==> src/rtl/wb_pkg.sv <==
// Shared types and helpers for the writeback arbiter: register-file geometry,
// the queued request record, and a one-hot register decoder.
package wb_pkg;

  localparam int REG_AW = 5;
  localparam int XLEN   = 32;

  typedef struct packed {
    logic [REG_AW-1:0] rd;
    logic [XLEN-1:0]   data;
  } wb_req_t;

  function automatic logic [XLEN-1:0] onehot32(input logic [REG_AW-1:0] rd);
    logic [XLEN-1:0] v;
    v     = '0;
    v[rd] = 1'b1;
    return v;
  endfunction

endpackage

==> src/rtl/wb_arbiter_if.sv <==
// Bundle of pipeline commit, long-latency result and register-file write signals.
// Forwarding ports exist only when WB_FWD_EN is defined.
interface wb_arbiter_if;
  import wb_pkg::*;

  logic              a_valid;
  logic [REG_AW-1:0] a_rd;
  logic [XLEN-1:0]   a_data;
  logic              a_hold;
  logic              b_valid;
  logic              b_ready;
  logic [REG_AW-1:0] b_rd;
  logic [XLEN-1:0]   b_data;
  logic              reg_write;
  logic [REG_AW-1:0] WB_rd_addr;
  logic [XLEN-1:0]   WB_rd_data;
  logic [XLEN-1:0]   busy;
`ifdef WB_FWD_EN
  logic [REG_AW-1:0] rs1_addr;
  logic [REG_AW-1:0] rs2_addr;
  logic              rs1_fwd_valid;
  logic [XLEN-1:0]   rs1_fwd_data;
  logic              rs2_fwd_valid;
  logic [XLEN-1:0]   rs2_fwd_data;

  modport master (output a_valid, a_rd, a_data, b_valid, b_rd, b_data, rs1_addr, rs2_addr,
                  input  a_hold, b_ready, reg_write, WB_rd_addr, WB_rd_data, busy,
                         rs1_fwd_valid, rs1_fwd_data, rs2_fwd_valid, rs2_fwd_data);
  modport slave  (input  a_valid, a_rd, a_data, b_valid, b_rd, b_data, rs1_addr, rs2_addr,
                  output a_hold, b_ready, reg_write, WB_rd_addr, WB_rd_data, busy,
                         rs1_fwd_valid, rs1_fwd_data, rs2_fwd_valid, rs2_fwd_data);
`else
  modport master (output a_valid, a_rd, a_data, b_valid, b_rd, b_data,
                  input  a_hold, b_ready, reg_write, WB_rd_addr, WB_rd_data, busy);
  modport slave  (input  a_valid, a_rd, a_data, b_valid, b_rd, b_data,
                  output a_hold, b_ready, reg_write, WB_rd_addr, WB_rd_data, busy);
`endif

endinterface

==> src/rtl/wb_fifo.sv <==
// Synchronous FIFO of writeback requests; also exposes which slots hold live
// entries and their destination registers so the top can build the busy map.
module wb_fifo
  import wb_pkg::*;
#(
  parameter int DEPTH = 4
) (
  input  logic                         clk,
  input  logic                         rst,
  input  logic                         push,
  input  wb_req_t                      push_req,
  input  logic                         pop,
  output wb_req_t                      head,
  output logic                         full,
  output logic                         empty,
  output logic [DEPTH-1:0]             entry_valid,
  output logic [DEPTH-1:0][REG_AW-1:0] entry_rd
);

  localparam int AW = $clog2(DEPTH);

  wb_req_t       mem [DEPTH];
  logic [AW:0]   wr_ptr;
  logic [AW:0]   rd_ptr;
  logic [AW:0]   count;

  // Pointers carry an extra wrap bit: equal index with differing wrap means full.
  assign empty = (wr_ptr == rd_ptr);
  assign full  = (wr_ptr[AW] != rd_ptr[AW]) && (wr_ptr[AW-1:0] == rd_ptr[AW-1:0]);
  assign head  = mem[rd_ptr[AW-1:0]];
  assign count = wr_ptr - rd_ptr;

  always_ff @(posedge clk) begin
    if (rst) begin
      wr_ptr <= '0;
      rd_ptr <= '0;
    end else begin
      if (push && !full) begin
        wr_ptr <= wr_ptr + 1'b1;
      end
      if (pop && !empty) begin
        rd_ptr <= rd_ptr + 1'b1;
      end
    end
  end

  always_ff @(posedge clk) begin
    if (!rst && push && !full) begin
      mem[wr_ptr[AW-1:0]] <= push_req;
    end
  end

  // A slot is live when its distance from the read pointer is below the fill count.
  always_comb begin
    logic [AW-1:0] offset;
    offset      = '0;
    entry_valid = '0;
    entry_rd    = '0;
    for (int i = 0; i < DEPTH; i++) begin
      offset         = AW'(i) - rd_ptr[AW-1:0];
      entry_valid[i] = ({1'b0, offset} < count);
      entry_rd[i]    = mem[i].rd;
    end
  end

endmodule

==> src/rtl/wb_arbiter.sv <==
// Register-file writeback arbiter: pipeline commits win, queued long-latency
// results fill idle slots. Optional same-cycle forwarding under WB_FWD_EN.
module wb_arbiter
  import wb_pkg::*;
#(
  parameter int DEPTH      = 4,
  parameter int STARVE_MAX = 8
) (
  input  logic         clk,
  input  logic         rst,
  wb_arbiter_if.slave  bus
);

  localparam int CW = $clog2(STARVE_MAX + 1);

  wb_req_t                      a_req;
  wb_req_t                      b_req;
  wb_req_t                      head;
  wb_req_t                      sel;
  logic                         sel_valid;
  logic                         full;
  logic                         empty;
  logic                         push;
  logic                         pop;
  logic [DEPTH-1:0]             entry_valid;
  logic [DEPTH-1:0][REG_AW-1:0] entry_rd;
  logic                         reg_write;
  logic [REG_AW-1:0]            wb_addr;
  logic [XLEN-1:0]              wb_data;
  logic [CW-1:0]                starve_cnt;
  logic [XLEN-1:0]              busy_map;

  assign a_req.rd    = bus.a_rd;
  assign a_req.data  = bus.a_data;
  assign b_req.rd    = bus.b_rd;
  assign b_req.data  = bus.b_data;

  assign bus.b_ready = !full;
  assign push        = bus.b_valid && !full;
  assign pop         = !bus.a_valid && !empty;

  wb_fifo #(.DEPTH(DEPTH)) u_fifo (
    .clk         (clk),
    .rst         (rst),
    .push        (push),
    .push_req    (b_req),
    .pop         (pop),
    .head        (head),
    .full        (full),
    .empty       (empty),
    .entry_valid (entry_valid),
    .entry_rd    (entry_rd)
  );

  assign sel_valid = bus.a_valid || !empty;
  assign sel       = bus.a_valid ? a_req : head;

  // x0 writes still occupy the slot and update addr/data, but never enable the write.
  always_ff @(posedge clk) begin
    if (rst) begin
      reg_write <= 1'b0;
      wb_addr   <= '0;
      wb_data   <= '0;
    end else begin
      reg_write <= sel_valid && (sel.rd != '0);
      if (sel_valid) begin
        wb_addr <= sel.rd;
        wb_data <= sel.data;
      end
    end
  end

  always_ff @(posedge clk) begin
    if (rst || empty || pop) begin
      starve_cnt <= '0;
    end else if (bus.a_valid && starve_cnt != CW'(STARVE_MAX)) begin
      starve_cnt <= starve_cnt + 1'b1;
    end
  end

  assign bus.a_hold     = (starve_cnt == CW'(STARVE_MAX));
  assign bus.reg_write  = reg_write;
  assign bus.WB_rd_addr = wb_addr;
  assign bus.WB_rd_data = wb_data;

  // With forwarding, the write in the output stage is bypassed rather than stalled on.
  always_comb begin
    busy_map = '0;
    for (int i = 0; i < DEPTH; i++) begin
      if (entry_valid[i]) begin
        busy_map = busy_map | onehot32(entry_rd[i]);
      end
    end
`ifndef WB_FWD_EN
    if (reg_write) begin
      busy_map = busy_map | onehot32(wb_addr);
    end
`endif
    busy_map[0] = 1'b0;
  end

  assign bus.busy = busy_map;

`ifdef WB_FWD_EN
  assign bus.rs1_fwd_valid = reg_write && (wb_addr == bus.rs1_addr) && (bus.rs1_addr != '0);
  assign bus.rs1_fwd_data  = wb_data;
  assign bus.rs2_fwd_valid = reg_write && (wb_addr == bus.rs2_addr) && (bus.rs2_addr != '0);
  assign bus.rs2_fwd_data  = wb_data;
`endif

endmodule

==> src/flat_wrapper.sv <==
// flat-port wrapper written by rule: the top's interface ports become plain ports
module wb_arbiter_flat import wb_pkg::*;
#(
  parameter int DEPTH      = 4,
  parameter int STARVE_MAX = 8
)
  (clk, rst, bus_a_valid, bus_a_rd, bus_a_data, bus_b_valid, bus_b_rd, bus_b_data, bus_a_hold, bus_b_ready, bus_reg_write, bus_WB_rd_addr, bus_WB_rd_data, bus_busy);
  wb_arbiter_if bus_i ();
  input  logic clk;
  input  logic rst;
  input wire logic [$bits(bus_i.a_valid)-1:0] bus_a_valid;
  input wire logic [$bits(bus_i.a_rd)-1:0] bus_a_rd;
  input wire logic [$bits(bus_i.a_data)-1:0] bus_a_data;
  input wire logic [$bits(bus_i.b_valid)-1:0] bus_b_valid;
  input wire logic [$bits(bus_i.b_rd)-1:0] bus_b_rd;
  input wire logic [$bits(bus_i.b_data)-1:0] bus_b_data;
  output wire logic [$bits(bus_i.a_hold)-1:0] bus_a_hold;
  output wire logic [$bits(bus_i.b_ready)-1:0] bus_b_ready;
  output wire logic [$bits(bus_i.reg_write)-1:0] bus_reg_write;
  output wire logic [$bits(bus_i.WB_rd_addr)-1:0] bus_WB_rd_addr;
  output wire logic [$bits(bus_i.WB_rd_data)-1:0] bus_WB_rd_data;
  output wire logic [$bits(bus_i.busy)-1:0] bus_busy;
  assign bus_i.a_valid = bus_a_valid;
  assign bus_i.a_rd = bus_a_rd;
  assign bus_i.a_data = bus_a_data;
  assign bus_i.b_valid = bus_b_valid;
  assign bus_i.b_rd = bus_b_rd;
  assign bus_i.b_data = bus_b_data;
  assign bus_a_hold = bus_i.a_hold;
  assign bus_b_ready = bus_i.b_ready;
  assign bus_reg_write = bus_i.reg_write;
  assign bus_WB_rd_addr = bus_i.WB_rd_addr;
  assign bus_WB_rd_data = bus_i.WB_rd_data;
  assign bus_busy = bus_i.busy;
  wb_arbiter #(.DEPTH(DEPTH), .STARVE_MAX(STARVE_MAX)) u_core (.clk(clk), .rst(rst), .bus(bus_i));
endmodule
==> config.mk <==
export PLATFORM = sky130hd
export DESIGN_NAME = wb_arbiter_flat
export DESIGN_NICKNAME = d
export VERILOG_FILES = /design/src/rtl/wb_pkg.sv /design/src/rtl/wb_arbiter_if.sv /design/src/rtl/wb_fifo.sv /design/src/rtl/wb_arbiter.sv /design/src/flat_wrapper.sv
export SDC_FILE = /design/constraint.sdc
export NUM_CORES = 1
export LEC_CHECK = 0
export ABC_AREA = 1
export CAP_MARGIN = 0
export CORE_MARGIN = 8
export CORE_UTILIZATION = 59
export CTS_CLUSTER_SIZE = 25
export DETAILED_ROUTE_END_ITERATION = 6
export PLACE_DENSITY = 0.86
export SKIP_CTS_REPAIR_TIMING = 1
export SYNTH_ARGS = -nofsm -noshare
export SYNTH_HDL_FRONTEND = slang
export SYNTH_HIERARCHICAL = 1
export SYNTH_SLANG_ARGS = --single-unit
==> constraint.sdc <==
create_clock -name clk -period 10.9 [get_ports clk]
set_input_delay 1.635 -clock clk [delete_from_list [all_inputs] [get_ports clk]]
set_output_delay 1.635 -clock clk [all_outputs]
set_load 0.005 [all_outputs]
* Word level (Yosys, flattened, before mapping)
Memory sizes are Yosys's and may differ from the RTL's. A register that Yosys moved wholly into a read port is not among the register bits.
Index checks and enable logic that the tools add are counted.
** Word-level totals
- Memories :: 1
- Output and inout port bits :: 72
- Bits in writable memories :: 148
- Word-level logic and storage cells :: 80
- Flip-flop bits (word level) :: 48
** Memory list
- u_core.u_fifo.mem :: words 4, width 37, rd ports 5, clocked after memory_dff 1, wr ports 1, line wb_fifo.sv:22 : wb_req_t mem [DEPTH];
** Operators by class
- Magnitude comparators :: 14
- Eq/ne operators :: 5
- Bitwise operators :: 4
- Reduce and logical (&&, ||, !) cells :: 22
- Mux-type cells :: 20
- Add/subtract/negate cells :: 8
** Operators with widths (count)
- $mux W32 :: 5
- $or A32 B32 Y32 :: 4
- $mux W37 :: 1
- $lt A5 B6 Y1 const B :: 5
- $demux W1 S5 :: 5
- $ge A5 B1 Y1 const B :: 5
- $logic_and A1 B1 Y1 :: 14
- $lt A2 B3 Y1 :: 4
- $mux W1 :: 7
- $add A3 B1 Y3 const B :: 2
- $reduce_bool A5 Y1 :: 1
- $add A4 B1 Y4 const B :: 1
- $eq A4 B4 Y1 const B :: 1
- $logic_not A1 Y1 :: 4
- $mux W2 :: 2
- $ne A4 B4 Y1 const B :: 1
- $sub A1 B2 Y2 const A :: 2
- $sub A2 B2 Y2 const A :: 2
- $eq A3 B3 Y1 :: 1
- $logic_or A1 B1 Y1 :: 3
- $sub A3 B3 Y3 :: 1
- $eq A2 B2 Y1 :: 1
- $ne A1 B1 Y1 :: 1

* Depth between registers and ports, before layout
An unclocked memory read counts as a cell.
- Depth after elaboration :: 14
- Depth in mapped cells :: 15

* Modules after synthesis
The synthesis kept the hierarchy.
** Modules (own cells, without submodules)
- wb_fifo :: cells each 472, area each 6299.8 sq um, seq. area each 4604.4 sq um, times used 1
- wb_arbiter :: cells each 700, area each 4037.6 sq um, seq. area each 840.8 sq um, times used 1

* Least setup slack after synthesis
No wires, ideal clock.
- Path type :: input to register
- From :: input port bus_b_valid
- To :: memory u_core/u_fifo/mem[3][0] (netlist bit) (enable)
- Buffers on the path :: 0
- Stages :: 4
- Setup slack :: 5836 ps
- Library setup time :: 478 ps
- Arrival :: 4587 ps
- Cell sequence :: inv_1 -> nor2_1 -> nand2_1 -> nor3_1
** Between the ends
- Word-level cells in the longest chain between the ends :: 5
** Ends and longest elaborated chain
- start: declaration :: line flat_wrapper.sv:14 : input wire logic [$bits(bus_i.b_valid)-1:0] bus_b_valid;
- $logic_and A1 B1 Y1 :: line wb_arbiter.sv:39 : assign push = bus.b_valid && !full;
- named net u_core.push :: line wb_arbiter.sv:23 : logic push;
- $logic_and A1 B1 Y1 (2 in a row) :: line wb_fifo.sv:48 : if (!rst && push && !full) begin
- $mux W1 :: line wb_fifo.sv:48
- $mux W1 (implied by the code) :: line wb_fifo.sv:49 : mem[wr_ptr[AW-1:0]] <= push_req;
- end: declaration :: line wb_fifo.sv:22
The timed path passes the listed nets, and every way through them passes these cells.

* Worst setup path after layout
- From :: register u_core.u_fifo.wr_ptr[0]
- To :: output port bus_busy[11]
** Between the ends
- Word-level cells in the longest chain between the ends :: 11
- Elaborated cells on any way between the ends :: 14
- Classes of those cells :: add/sub (1); order compare (4); mux (5); bitwise (4)
** Ends and longest elaborated chain
- start: declaration :: line wb_fifo.sv:23 : logic [AW:0] wr_ptr;
- start signal: assignment :: line wb_fifo.sv:39 : wr_ptr <= wr_ptr + 1'b1;
- $sub A3 B3 Y3 * :: line wb_fifo.sv:31 : assign count = wr_ptr - rd_ptr;
- $lt A2 B3 Y1 * :: line wb_fifo.sv:61 : entry_valid[i] = ({1'b0, offset} < count);
- named net u_core.entry_valid[0] :: line wb_arbiter.sv:25 : logic [DEPTH-1:0] entry_valid;
- $mux W32 * :: line wb_arbiter.sv:90 : if (entry_valid[i]) begin
- $or A32 B32 Y32 :: line wb_arbiter.sv:91 : busy_map = busy_map | onehot32(entry_rd[i]);
- $mux W32 * :: line wb_arbiter.sv:90
- $or A32 B32 Y32 :: line wb_arbiter.sv:91
- $mux W32 * :: line wb_arbiter.sv:90
- $or A32 B32 Y32 :: line wb_arbiter.sv:91
- $mux W32 * :: line wb_arbiter.sv:90
- $or A32 B32 Y32 :: line wb_arbiter.sv:96 : busy_map = busy_map | onehot32(wb_addr);
- $mux W32 * :: line wb_arbiter.sv:95 : if (reg_write) begin
- end: declaration :: line flat_wrapper.sv:22 : output wire logic [$bits(bus_i.busy)-1:0] bus_busy;
The timed path passes the listed nets; every way through them passes the cells marked *.

==> qor.csv <==
stage;metric;value;unit
critical_path;Setup crit end kind;output port;
clock_tree;total CTS buffers;17;
synth;syn avg cell area;8.82;µm²
layout;Util after Layout;71.4;%
global_routing;total grt overflow;0;
synth;Syn Std Cell Area;10300;µm²
route;DR vias;8525;
sta;worst hold slack;500;ps
route;DRC violations left;0;
clock_tree;worst skew pair latency;430;ps
floorplan;Site Rows;48;
route;Pre-Repair DR Iteration Count;6;
synth;Synth async-reset ratio;0;%
sta;Hold Violations, Final;0;
layout;P&R area growth vs syn;19.0;%
global_routing;total global routing track utilization;25.1;%
critical_path;required time worst endpoint;9270;ps
synth;Yosys cell types;35;
sta;slew margin rel.;32.6;%
clock_tree;clk sinks;198;
synth;most area-consuming cells after synthesis;edfxtp_1, nor2_1, dfxtp_1;
layout;fill count;1259;
global_routing;first-pass GRT wire length;43000;µm
outcome;status;complete, no violations;
clock_tree;CTS root buffer;clkbuf_16;
route;initial DRC count;730;
placement;hpwl dp;19600;µm
job;Max Cap Viol;0;
sta;Slew Viols, Final;0;
layout;diode count;0;
floorplan;io pins;150;
layout;post-route design area;12300;µm²
synth;post-synth top area share;43.0;%
route;Vias/cell;5.60;
power_and_ir_drop;pwr dens;170;nW/µm²
layout;Net count, final;1380;
power_and_ir_drop;maximum vdd ir drop;0.124;mV
sta;worst clock skew;8.96;ps
sta;Setup TNS;0;ps
global_routing;vias in the first global route;8150;
critical_path;kind of critical path;register to output port;
sta;Tmin final;5680;ps
synth;EDFF count, synth;148;
layout;layout cell share with drive strength beyond 1;9.24;%
floorplan;Die Width;148;µm
critical_path;critical path fanouts, max;8;
synth;FF+latch count, synth;198;
floorplan;die area;22000;µm²
floorplan;Initial Util;60.0;%
sta;fmax;0.176;GHz
clock_tree;H-tree levels;4;
critical_path;r2r setup slk;7480;ps
floorplan;die height;148;µm
sta;RSZ-0062 raised after global routing;no;
placement;Port Buffer Count;148;
global_routing;antenna violations before repair;1;
synth;register area share after synthesis;52.7;%
critical_path;CP arrival;4040;ps
route;routed wire length;27900;µm
synth;Post-synth top flop;edfxtp_1;
placement;Final GP Congestion;1.04;
clock_tree;CTS tree;built;
sta;part of the cycle the worst path needs;52.1;%
clock_tree;clock tree buffer depth;2;
sta;Worst Max-Slew Pin Slew;1010;ps
clock_tree;Worst-path clk slew;70;ps
synth;Warnings, synthesis;6;
synth;Gate Count Post-Synth;1172;
synth;Synthesized Nets;1267;
route;drt wl/cell;18.3;µm
power_and_ir_drop;LEAKAGE;0.00522;µW
global_routing;largest net degree at the start of global routing;76;
route;antenna violation net count after detailed routing;0;
placement;dpl cell area;11700;µm²
floorplan;Core ar.;17200;µm²
sta;Final setup viols;0;
synth;Yosys top cell by area;edfxtp_1;
critical_path;crit start category;register;
min_path;HP Class;register to register;
## area by class of cell
cell class	count	area [µm²]	share of cell area, %
well taps	225	282	2.29
flip-flops and latches	198	5450	44.3
multi-input cells	801	4030	32.7
repair buffers	158	1550	12.6
clock inverters	14	145	1.18
inverters	109	419	3.41
clock buffers	18	429	3.49
## Yosys cell counts (all sizes together) (2+ instances only)
cell type  number
nor2          287
a21oi          12
or2             2
edfxtp        148
buf            51
inv           109
nand2         224
o21ai          86
clkbuf         13
o211ai          2
o22ai          37
nor3            9
nand3         120
dfxtp          50
ha             16
## through the flow
step	std cells	setup WS [ps]	total power, µW
2_1_floorplan	1172	5840	1290
3_3_place_gp	1491	5840	1470
3_5_place_dp	1491	5770	1490
4_1_cts	1523	5260	2100
5_1_grt	1523	4880	2190
6_report	1523	5220	2090
## report_power, final
part,internal [µW],total [µW],switching (µW)
combinational,219,593,374
sequential,854,893,38.6
clock,322,606,284
total,1390,2090,697
## placed cells by master (no fill, tap or decap), types with 2 or more instances in the layout
cell / count
nor2_1: 283
nand2_1: 193
edfxtp_1: 148
clkdlybuf4s50_1: 147
inv_1: 103
nand3_1: 87
o21ai_0: 56
dfxtp_1: 49
o22ai_1: 37
nand3_2: 33
nand2_4: 31
o21ai_1: 30
clkbuf_16: 17
ha_1: 16
a21oi_1: 12
buf_4: 10
inv_8: 4
inv_2: 4
nor3_1: 4
nor3_2: 4
nor2_4: 4
clkinvlp_4: 3
clkinv_1: 2
inv_6: 2
clkinv_4: 2
o211ai_1: 2
## routing by layer
| metal | global-route usage (%) | vias to the layer above | wire length [µm] |
|---|---|---|---|
| met4 | 12.6 | 2 | 1160 |
| met2 | 41.1 | 394 | 13400 |
| met3 | 6.23 | 75 | 2240 |
| met5 | 0 | - | 13 |
| li1 | - | 4066 | - |
| met1 | 30.3 | 3988 | 11000 |
## worst paths after layout
path	from	endpoint	depth (start not counted)
setup / recovery	u_core/u_fifo/wr_ptr[0]	bus_busy[11]	14
hold / removal	u_core/starve_cnt[0]	u_core/starve_cnt[0]	1
setup reg to reg	u_core/u_fifo/wr_ptr[0]	u_core/u_fifo/mem[2][4]	10
hold reg to reg	u_core/starve_cnt[0]	u_core/starve_cnt[0]	1
## registers in the layout, summed over array words and instances (netlist names), named ones only
signal	flops
u_core/u_fifo/mem	148
u_core/bus.WB_rd_data	32
u_core/bus.WB_rd_addr	5
u_core/starve_cnt	4
u_core/u_fifo/rd_ptr	3
u_core/u_fifo/wr_ptr	3
u_core/bus.reg_write	1
## cells by family (layout without fill, tap and decap cells)
logic type / after synthesis / in the layout / share of synthesized area [%]
compound gates: 138 / 138 / 7.20
xor+xnor: 1 / 1 / 0.0847
fa+ha+maj: 17 / 17 / 2.13
buf+inv: 173 / 299 / 8.64
flops: 198 / 198 / 52.7
other cells: 1 / 1 / 0.0363
simple gates: 644 / 644 / 29.2
## critical path: stages (launching register included)
cell and delay [ps]:
dfxtp_1 440, inv_1 140, ha_1 210, inv_1 60, fa_1 400, inv_1 150, ha_1 260, inv_1 50
nor2_1 30, o21ai_0 520, nand3_1 460, nor2_1 210, nor2_1 60, nand3_1 100, clkdlybuf4s50_1 520
Power figures use the tool's default switching activity.
